--- src/rtl/mem_stage.sv ---
// -----------------------------------------------------------------------------
// mem_stage : memory stage of the 5-stage RV32I pipeline.
//
// Takes the EX/MEM register contents and bridges them onto a ready/valid
// data-memory bus. Stores are lane-replicated with byte-lane masks; load words
// are reduced to the addressed byte/half and sign- or zero-extended. Produces
// the MEM/WB register and holds the upstream stages with o_stall while a
// memory transaction is outstanding.
//
// Ports
//   i_clk, i_rst_n            clock, asynchronous active-low reset
//   i_vld .. i_pc             EX/MEM entry (sampled only while idle)
//   o_dmem_req .. o_dmem_mask data-memory request (registered, held until ready)
//   i_dmem_ready              request accepted this cycle
//   i_dmem_rvld, i_dmem_rdata read response
//   o_stall                   hold IF/ID/EX
//   o_vld .. o_pc             MEM/WB register, o_vld is a one-cycle pulse
//   o_trap_misalign           misaligned/undefined access, coincident with o_vld
// -----------------------------------------------------------------------------
module mem_stage #(
  parameter logic [31:0] RESET_PC = 32'h0000_0000
) (
  input  logic        i_clk,
  input  logic        i_rst_n,
  input  logic        i_vld,
  input  logic [31:0] i_res,
  input  logic [31:0] i_dmem_addr,
  input  logic [31:0] i_dmem_wdata,
  input  logic [2:0]  i_opsel,
  input  logic        i_mem_read,
  input  logic        i_mem_write,
  input  logic        i_mem_reg,
  input  logic [4:0]  i_rd_waddr,
  input  logic        i_rd_wen,
  input  logic [31:0] i_pc,
  output logic        o_dmem_req,
  output logic        o_dmem_wen,
  output logic [31:0] o_dmem_addr,
  output logic [31:0] o_dmem_wdata,
  output logic [3:0]  o_dmem_mask,
  input  logic        i_dmem_ready,
  input  logic        i_dmem_rvld,
  input  logic [31:0] i_dmem_rdata,
  output logic        o_stall,
  output logic        o_vld,
  output logic [31:0] o_res,
  output logic [4:0]  o_rd_waddr,
  output logic        o_rd_wen,
  output logic [31:0] o_pc,
  output logic        o_trap_misalign
);

  typedef enum logic [1:0] {
    ST_IDLE = 2'd0,
    ST_REQ  = 2'd1,
    ST_WAIT = 2'd2
  } state_t;

  // funct3 values 011, 110, 111 have no load/store meaning.
  function automatic logic opsel_legal(input logic [2:0] op);
    logic ok;
    case (op)
      3'b000, 3'b001, 3'b010, 3'b100, 3'b101: ok = 1'b1;
      default:                                ok = 1'b0;
    endcase
    return ok;
  endfunction

  // Undefined opsel is folded into the misaligned trap.
  function automatic logic access_bad(input logic [2:0] op, input logic [1:0] lo);
    logic bad;
    case (op[1:0])
      2'b01:   bad = lo[0];
      2'b10:   bad = (lo != 2'b00);
      default: bad = 1'b0;
    endcase
    return bad | ~opsel_legal(op);
  endfunction

  // Byte-lane enables; loads always fetch the full word.
  function automatic logic [3:0] lane_mask(input logic [2:0] op, input logic [1:0] lo,
                                           input logic store);
    logic [3:0] m;
    if (store) begin
      case (op[1:0])
        2'b00:   m = 4'b0001 << lo;
        2'b01:   m = 4'b0011 << {lo[1], 1'b0};
        default: m = 4'b1111;
      endcase
    end else begin
      m = 4'b1111;
    end
    return m;
  endfunction

  // Replicate the store operand across every lane it could land in.
  function automatic logic [31:0] lane_data(input logic [2:0] op, input logic [31:0] wd);
    logic [31:0] d;
    case (op[1:0])
      2'b00:   d = {4{wd[7:0]}};
      2'b01:   d = {2{wd[15:0]}};
      default: d = wd;
    endcase
    return d;
  endfunction

  // Pick the addressed byte/half out of the read word and extend it.
  function automatic logic [31:0] load_extend(input logic [2:0] op, input logic [1:0] lo,
                                              input logic [31:0] rd);
    logic [31:0] sh;
    logic [31:0] r;
    sh = rd >> {lo, 3'b000};
    case (op)
      3'b000:  r = {{24{sh[7]}}, sh[7:0]};
      3'b100:  r = {24'h00_0000, sh[7:0]};
      3'b001:  r = {{16{sh[15]}}, sh[15:0]};
      3'b101:  r = {16'h0000, sh[15:0]};
      default: r = rd;
    endcase
    return r;
  endfunction

  state_t      state_r, state_nxt_s;

  logic        stall_r,     stall_nxt_s;
  logic        req_r,       req_nxt_s;
  logic        wen_r,       wen_nxt_s;
  logic [31:0] addr_r,      addr_nxt_s;
  logic [31:0] wdata_r,     wdata_nxt_s;
  logic [3:0]  mask_r,      mask_nxt_s;
  logic        vld_r,       vld_nxt_s;
  logic [31:0] res_r,       res_nxt_s;
  logic [4:0]  rd_waddr_r,  rd_waddr_nxt_s;
  logic        rd_wen_r,    rd_wen_nxt_s;
  logic [31:0] pc_r,        pc_nxt_s;
  logic        trap_r,      trap_nxt_s;

  // Transaction context held across REQ/WAIT
  logic [2:0]  lat_op_r,    lat_op_nxt_s;
  logic [1:0]  lat_lo_r,    lat_lo_nxt_s;
  logic [4:0]  lat_rd_r,    lat_rd_nxt_s;
  logic        lat_wen_r,   lat_wen_nxt_s;
  logic [31:0] lat_pc_r,    lat_pc_nxt_s;
  logic        lat_store_r, lat_store_nxt_s;
  logic        lat_mreg_r,  lat_mreg_nxt_s;

  logic        mem_op_s;
  logic        bad_s;

  assign mem_op_s = i_mem_read | i_mem_write;
  assign bad_s    = access_bad(i_opsel, i_dmem_addr[1:0]);

  // FSM state register
  always_ff @(posedge i_clk or negedge i_rst_n) begin
    if (!i_rst_n) begin
      state_r <= ST_IDLE;
    end else begin
      state_r <= state_nxt_s;
    end
  end

  // FSM next-state logic
  always_comb begin
    state_nxt_s = state_r;
    case (state_r)
      ST_IDLE: begin
        if (i_vld && mem_op_s && !bad_s) begin
          state_nxt_s = ST_REQ;
        end else begin
          state_nxt_s = ST_IDLE;
        end
      end
      ST_REQ: begin
        if (i_dmem_ready) begin
          state_nxt_s = lat_store_r ? ST_IDLE : ST_WAIT;
        end else begin
          state_nxt_s = ST_REQ;
        end
      end
      ST_WAIT: begin
        if (i_dmem_rvld) begin
          state_nxt_s = ST_IDLE;
        end else begin
          state_nxt_s = ST_WAIT;
        end
      end
      default: state_nxt_s = ST_IDLE;
    endcase
  end

  // FSM output logic: next values of every registered output and the context
  always_comb begin
    stall_nxt_s     = (state_nxt_s != ST_IDLE);
    req_nxt_s       = req_r;
    wen_nxt_s       = wen_r;
    addr_nxt_s      = addr_r;
    wdata_nxt_s     = wdata_r;
    mask_nxt_s      = mask_r;
    vld_nxt_s       = 1'b0;
    res_nxt_s       = res_r;
    rd_waddr_nxt_s  = rd_waddr_r;
    rd_wen_nxt_s    = 1'b0;
    pc_nxt_s        = pc_r;
    trap_nxt_s      = 1'b0;
    lat_op_nxt_s    = lat_op_r;
    lat_lo_nxt_s    = lat_lo_r;
    lat_rd_nxt_s    = lat_rd_r;
    lat_wen_nxt_s   = lat_wen_r;
    lat_pc_nxt_s    = lat_pc_r;
    lat_store_nxt_s = lat_store_r;
    lat_mreg_nxt_s  = lat_mreg_r;
    case (state_r)
      ST_IDLE: begin
        if (i_vld && !mem_op_s) begin
          res_nxt_s      = i_res;
          rd_waddr_nxt_s = i_rd_waddr;
          rd_wen_nxt_s   = i_rd_wen;
          pc_nxt_s       = i_pc;
          vld_nxt_s      = 1'b1;
        end else if (i_vld && bad_s) begin
          // Trap retires without a bus request and without writeback
          res_nxt_s      = i_res;
          rd_waddr_nxt_s = i_rd_waddr;
          pc_nxt_s       = i_pc;
          vld_nxt_s      = 1'b1;
          trap_nxt_s     = 1'b1;
        end else if (i_vld) begin
          lat_op_nxt_s    = i_opsel;
          lat_lo_nxt_s    = i_dmem_addr[1:0];
          lat_rd_nxt_s    = i_rd_waddr;
          lat_wen_nxt_s   = i_rd_wen;
          lat_pc_nxt_s    = i_pc;
          lat_store_nxt_s = i_mem_write;
          lat_mreg_nxt_s  = i_mem_reg;
          res_nxt_s       = i_res;
          req_nxt_s       = 1'b1;
          wen_nxt_s       = i_mem_write;
          addr_nxt_s      = {i_dmem_addr[31:2], 2'b00};
          mask_nxt_s      = lane_mask(i_opsel, i_dmem_addr[1:0], i_mem_write);
          wdata_nxt_s     = lane_data(i_opsel, i_dmem_wdata);
        end else begin
          vld_nxt_s = 1'b0;
        end
      end
      ST_REQ: begin
        if (i_dmem_ready) begin
          req_nxt_s = 1'b0;
          if (lat_store_r) begin
            vld_nxt_s      = 1'b1;
            rd_waddr_nxt_s = lat_rd_r;
            pc_nxt_s       = lat_pc_r;
          end else begin
            vld_nxt_s = 1'b0;
          end
        end else begin
          req_nxt_s = 1'b1;
        end
      end
      ST_WAIT: begin
        if (i_dmem_rvld) begin
          res_nxt_s      = lat_mreg_r ? load_extend(lat_op_r, lat_lo_r, i_dmem_rdata) : res_r;
          rd_waddr_nxt_s = lat_rd_r;
          rd_wen_nxt_s   = lat_wen_r;
          pc_nxt_s       = lat_pc_r;
          vld_nxt_s      = 1'b1;
        end else begin
          vld_nxt_s = 1'b0;
        end
      end
      default: begin
        req_nxt_s = 1'b0;
      end
    endcase
  end

  // Registered outputs and transaction context
  always_ff @(posedge i_clk or negedge i_rst_n) begin
    if (!i_rst_n) begin
      stall_r     <= 1'b0;
      req_r       <= 1'b0;
      wen_r       <= 1'b0;
      addr_r      <= 32'h0000_0000;
      wdata_r     <= 32'h0000_0000;
      mask_r      <= 4'b0000;
      vld_r       <= 1'b0;
      res_r       <= 32'h0000_0000;
      rd_waddr_r  <= 5'd0;
      rd_wen_r    <= 1'b0;
      pc_r        <= RESET_PC;
      trap_r      <= 1'b0;
      lat_op_r    <= 3'b000;
      lat_lo_r    <= 2'b00;
      lat_rd_r    <= 5'd0;
      lat_wen_r   <= 1'b0;
      lat_pc_r    <= 32'h0000_0000;
      lat_store_r <= 1'b0;
      lat_mreg_r  <= 1'b0;
    end else begin
      stall_r     <= stall_nxt_s;
      req_r       <= req_nxt_s;
      wen_r       <= wen_nxt_s;
      addr_r      <= addr_nxt_s;
      wdata_r     <= wdata_nxt_s;
      mask_r      <= mask_nxt_s;
      vld_r       <= vld_nxt_s;
      res_r       <= res_nxt_s;
      rd_waddr_r  <= rd_waddr_nxt_s;
      rd_wen_r    <= rd_wen_nxt_s;
      pc_r        <= pc_nxt_s;
      trap_r      <= trap_nxt_s;
      lat_op_r    <= lat_op_nxt_s;
      lat_lo_r    <= lat_lo_nxt_s;
      lat_rd_r    <= lat_rd_nxt_s;
      lat_wen_r   <= lat_wen_nxt_s;
      lat_pc_r    <= lat_pc_nxt_s;
      lat_store_r <= lat_store_nxt_s;
      lat_mreg_r  <= lat_mreg_nxt_s;
    end
  end

  assign o_stall         = stall_r;
  assign o_dmem_req      = req_r;
  assign o_dmem_wen      = wen_r;
  assign o_dmem_addr     = addr_r;
  assign o_dmem_wdata    = wdata_r;
  assign o_dmem_mask     = mask_r;
  assign o_vld           = vld_r;
  assign o_res           = res_r;
  assign o_rd_waddr      = rd_waddr_r;
  assign o_rd_wen        = rd_wen_r;
  assign o_pc            = pc_r;
  assign o_trap_misalign = trap_r;

endmodule

--- config.mk ---
export PLATFORM = sky130hd
export DESIGN_NAME = mem_stage
export DESIGN_NICKNAME = d
export VERILOG_FILES = /design/src/rtl/mem_stage.sv
export SDC_FILE = /design/constraint.sdc
export NUM_CORES = 1
export LEC_CHECK = 0
export ABC_AREA = 1
export CAP_MARGIN = 20
export CORE_UTILIZATION = 50
export CTS_CLUSTER_SIZE = 30
export DETAILED_ROUTE_END_ITERATION = 8
export PLACE_DENSITY = 0.88
export SLEW_MARGIN = 10
export SYNTH_ARGS = -nofsm -noshare
export SYNTH_HDL_FRONTEND = slang
export SYNTH_SLANG_ARGS = --single-unit
--- constraint.sdc ---
create_clock -name i_clk -period 5.35 [get_ports i_clk]
set_clock_uncertainty 0.2 [all_clocks]
set_input_delay 1.3375 -clock i_clk [delete_from_list [all_inputs] [get_ports i_clk]]
set_output_delay 1.3375 -clock i_clk [all_outputs]
set_load 0.05 [all_outputs]
# Word-level counts from Yosys, hierarchy flattened
# Index checks and enable logic that the tools add are counted.
# op_classes
eq_ne	20
shifts	3
n_mux	45
bitwise_logic	6
reduce_logical	19
# ops
cell	count
2-to-1 mux 32 bit	10
case mux 32 bit (2 select lines)	2
case mux 32 bit (4 select lines)	1
case mux 32 bit (3 select lines)	1
right shift 32 x 5 -> 16 bit	1
2-to-1 mux 5 bit	5
2-to-1 mux 1 bit	15
case mux 5 bit (3 select lines)	1
inequality test 2 bit (second input constant)	7
equality test 3 bit (second input constant)	4
AND reduction 4 bit	3
case mux 4 bit (2 select lines)	1
equality test 3 x 1 -> 1 bit (second input constant)	2
zero test 3 bit	2
2-to-1 mux 2 bit	3
case mux 1 bit (3 select lines)	2
case mux 2 bit (3 select lines)	1
nonzero test 2 bit	3
AND reduction 5 bit	1
OR reduction 5 bit	1
equality test 2 x 1 -> 1 bit (second input constant)	2
equality test 2 bit (second input constant)	2
logical AND 1 bit	4
zero test 2 bit	2
other kinds (11)	17
# word_totals
regBits	187
in_bits	177
output_inout_bits	143
word_cells	112

# Depth between registers and ports, before layout
# depth
depth_word	10
mapped_depth	15
ltp_nobuf	12

# Worst setup path after synthesis
# No wires, ideal clock.
# synth_path
path_kind	input to register
from	input i_opsel[1]
to	register pc_r[10], in the netlist o_pc[10]
setup_time_ps	119
arrival_ps	3041
required_time_ps	5031
slack_ps	1990
path_stages	15
n_path_buf	3
path_cell_list	clkbuf_1 inv_1 ha_1 buf_6 nor2_1 nand2_1 nand2_1 clkinv_2 nand3_2 nand2_4 nand2_4 nand2_4 clkbuf_8 nand2_1 nand2_1
# synth_via
elab_chain_cells	8
word_cells_on_any_way	15
cone_classes	eq/ne (7); mux (2); bitwise (2); reduce/logical (4)
# synth_lines
item	line	text
start, declared	29	input logic [2:0] i_opsel,
equality test 3 x 1 -> 1 bit (tied with other cells)	62	case (op)
OR reduction 5 bit	62	
2-to-1 mux 1 bit	62	
inverter 1 bit	77	return bad | ~opsel_legal(op);
OR 1 bit *	77	
logical AND 1 bit *	220	end else if (i_vld && bad_s) begin
inequality test 3 bit (no line) *	--	
AND reduction 5 bit (no line) *	--	
end signal, assigned	309	pc_r <= pc_nxt_s;
end, declared	135	logic [31:0] pc_r, pc_nxt_s;
# Every way passes the cells marked *; elsewhere a longest branch is shown, timed or not.
# A chain may end at the register's enable or synchronous reset.

# Final worst setup path
# layout_path
from	input i_opsel[1]
to	register pc_r[25], in the netlist o_pc[25]
# The elaborated chain is that of the path after synthesis.

==> run metrics <==
r2r endpoint=o_res[7]; final worst path period need=4.52 ns; wire per inst=15.6 um; Critical Path Fanout Max=38; GPL Wtd Cong=0.903; drt via density=5.19; pin count of the biggest net entering global routing=148; placed cell area=12400 sq um; Max clock buf depth=2; die footprint=19400 sq um; worst hold stages=2; Power Density=657 nW/um^2; #FFs+latches synth=187; # IOs=320; Max Used Layer=met4; Die H=139 um; combinational share of power=0.557; number of synthesized flops with an enable pin=0; RSZ-0062 raised after global routing=no; drt pass-1 iters=9; Slew HR=0.325; Area Growth Syn to Fin=38.6%; Final Cell Area=13000 sq um; first-pass GRT wire length=44000 um; Std-Cell Core Area=18200 sq um; Post-Syn Area=9410 sq um; Top FF cell, synth=dfrtp_1; post-CTS resize count=0; CTS tree=done; post-synthesis sequential area ratio=0.497; Hold EP=o_pc[24]; initial antenna violation count=0; FILL cells=1391; pre-CTS setup slack=0.472 ns; Met3 Routed Length=2060 um; Setup TNS Final=0 ns; Clk Tree Root Cell=clkbuf_16; maximum VDD drop=0.615 mV; Max Cap Viol=0; post-synth cell types=42; layout cell share with drive strength beyond 1=0.0397; Detailed Place HPWL=18700 um; Port Buffers=317; ANT cells=0; Clock power frac=0.146; Yosys top cell area share=0.497; Worst Setup Start Kind=input pin; status=finished, violations left; HP Class=reg -> reg; Final Setup Violations=0; Hold Startpoint=o_pc[24]; H-tree depth=4; Reg power frac=0.297; Vias=9041; Max Clk Rate=0.221 GHz; Remaining Overflow, GRT=0; total wire length=27200 um; initial DRC count=593; synth warn=0; Post-route DRC=19; CP Class=in -> reg; initial core utilization=0.517; ranking of synthesized cells by area=dfrtp_1 (50%), nand2_1 (21%), o21ai_0 (5.9%); GRT Total Usage=0.285; WL met1=11100 um; fin. max-slew vios=0; Async SR Flop Fraction=1.00; cell-internal power=4.26 mW; hold_buf cts=0; NetSw=4.31 mW; Pleak=6.40 nW; Die W=139 um; failing checks=DRC; Hold Vio Cnt, Final=0; Worst EP required=5.46 ns; Mapped Avg Cell Area=7.64 sq um; CTS sink cnt=187; FF-to-FF setup slack=2.04 ns; arrival time at the worst endpoint=4.63 ns; WL met2=13200 um; worst setup margin=0.832 ns; CP endpoint kind=flop; clock transition at the registers of the reported paths=0.07 ns; FP Rows=49; number of global-route vias before repair=8813; area of the multi-input gates=3890 sq um; Final ANT Viol Nets=0; register area=4680 sq um; final worst-path cycle share=0.845; Tot Pwr=8.57 mW; Nets=1685; Worst-Margin Slew=1.01 ns; Post-CTS Setup Repair Bufs=0; Synth Instances=1231; Inserted Clock Buffers=17; Sw Share=0.503; Yosys top cell by area=dfrtp_1; Reg2Reg Launch Point=state_r[0]; worst r2r path cells=8; Worst-Skew Late Latency=0.43 ns
## layout make-up
cell class | count | share of cell area
multi-input combinational | 880 | 0.298
sequential | 187 | 0.359
clock inverter | 14 | 0.0121
inverter | 92 | 0.0266
tap | 229 | 0.0220
clock buffer | 18 | 0.0329
timing repair buffer | 322 | 0.249
## state kept, by name, indices dropped and copies added (netlist names)
| name | count |
|---|---|
| lat_pc_r | 32 |
| o_dmem_wdata | 32 |
| o_pc | 32 |
| o_res | 32 |
| o_dmem_addr | 30 |
| lat_rd_r | 5 |
| o_rd_waddr | 5 |
| o_dmem_mask | 4 |
| lat_op_r | 3 |
| lat_lo_r | 2 |
| state_r | 2 |
| lat_mreg_r | 1 |
| lat_store_r | 1 |
| lat_wen_r | 1 |
| o_dmem_req | 1 |
| o_rd_wen | 1 |
| o_stall | 1 |
| o_trap_misalign | 1 |
| o_vld | 1 |
## layer usage
layer  vias to the layer above  track usage
met5                         -            0
met4                         0        0.113
met3                        66       0.0680
met2                       392        0.482
met1                      4200        0.352
li1                       4383            -
## worst max-delay path by stage
stage / start / end / cells after the start
global placement: i_opsel[1] / o_pc[1] / 13
finish: i_opsel[1] / o_pc[25] / 13
CTS: i_opsel[1] / o_pc[25] / 13
floorplan: i_opsel[1] / o_pc[10] / 15
global route: i_opsel[1] / o_pc[30] / 13
detailed placement: i_opsel[1] / o_rd_waddr[4] / 13
## critical path, stage by stage
cell and delay (ns):
clkdlybuf4s50_1 0.81, inv_1 0.22, ha_1 0.42, nor2_4 0.39, nand2_1 0.09, nand2_1 0.11
clkinv_2 0.09, nand3_2 0.08, nand2_4 0.07, nand2_4 0.34, nand2_4 0.35, nand2_1 0.18
nand2_1 0.08
## cells in the mapped netlist, drive strengths merged, types with 6 or more instances
cell type / instances
dfrtp: 187
nand2: 530
o21ai: 117
o2111ai: 7
mux2i: 6
nor2: 97
nand3: 67
buf: 45
a21oi: 27
a32oi: 8
inv: 90
ha: 8
clkbuf: 25
## cells in the final DEF, fill, tap and decap left out, types with 8 or more instances in the layout
| master | instances |
|---|---|
| nand3_1 | 64 |
| inv_1 | 86 |
| a32oi_1 | 8 |
| dfrtp_1 | 187 |
| a21oi_1 | 26 |
| clkdlybuf4s50_1 | 316 |
| clkbuf_16 | 17 |
| nand2_1 | 524 |
| nor2_1 | 95 |
| o21ai_0 | 111 |
## stage by stage
step | util | cells | hold slack (ns)
after floorplan | - | 1232 | 0.253
after global placement | 0.683 | 1709 | 0.256
after detailed placement | 0.683 | 1709 | 0.262
after CTS | 0.715 | 1741 | 0.278
after global routing | 0.716 | 1742 | 0.293
final | 0.716 | 1742 | 0.275
## cell families (layout without fill, tap and decap cells)
logic type | Yosys count | after routing | synth area share
simple gates | 700 | 700 | 0.299
flops | 187 | 187 | 0.497
buf+inv | 165 | 446 | 0.0911
compound gates | 164 | 164 | 0.0953
fa+ha+maj | 8 | 8 | 0.0106
mux | 6 | 6 | 0.00638
other cells | 1 | 2 | 0.000399
## power groups by stage
stage	clock network (mW)	registers [mW]	logic, mW
floorplan	0	4.19	1.58
global placement	0	2.53	4.65
detailed placement	0	2.54	4.74
CTS	1.27	2.54	4.76
global route	1.32	2.62	5.10
finish	1.25	2.55	4.77
No activity file was read; power rests on OpenSTA's default activity.
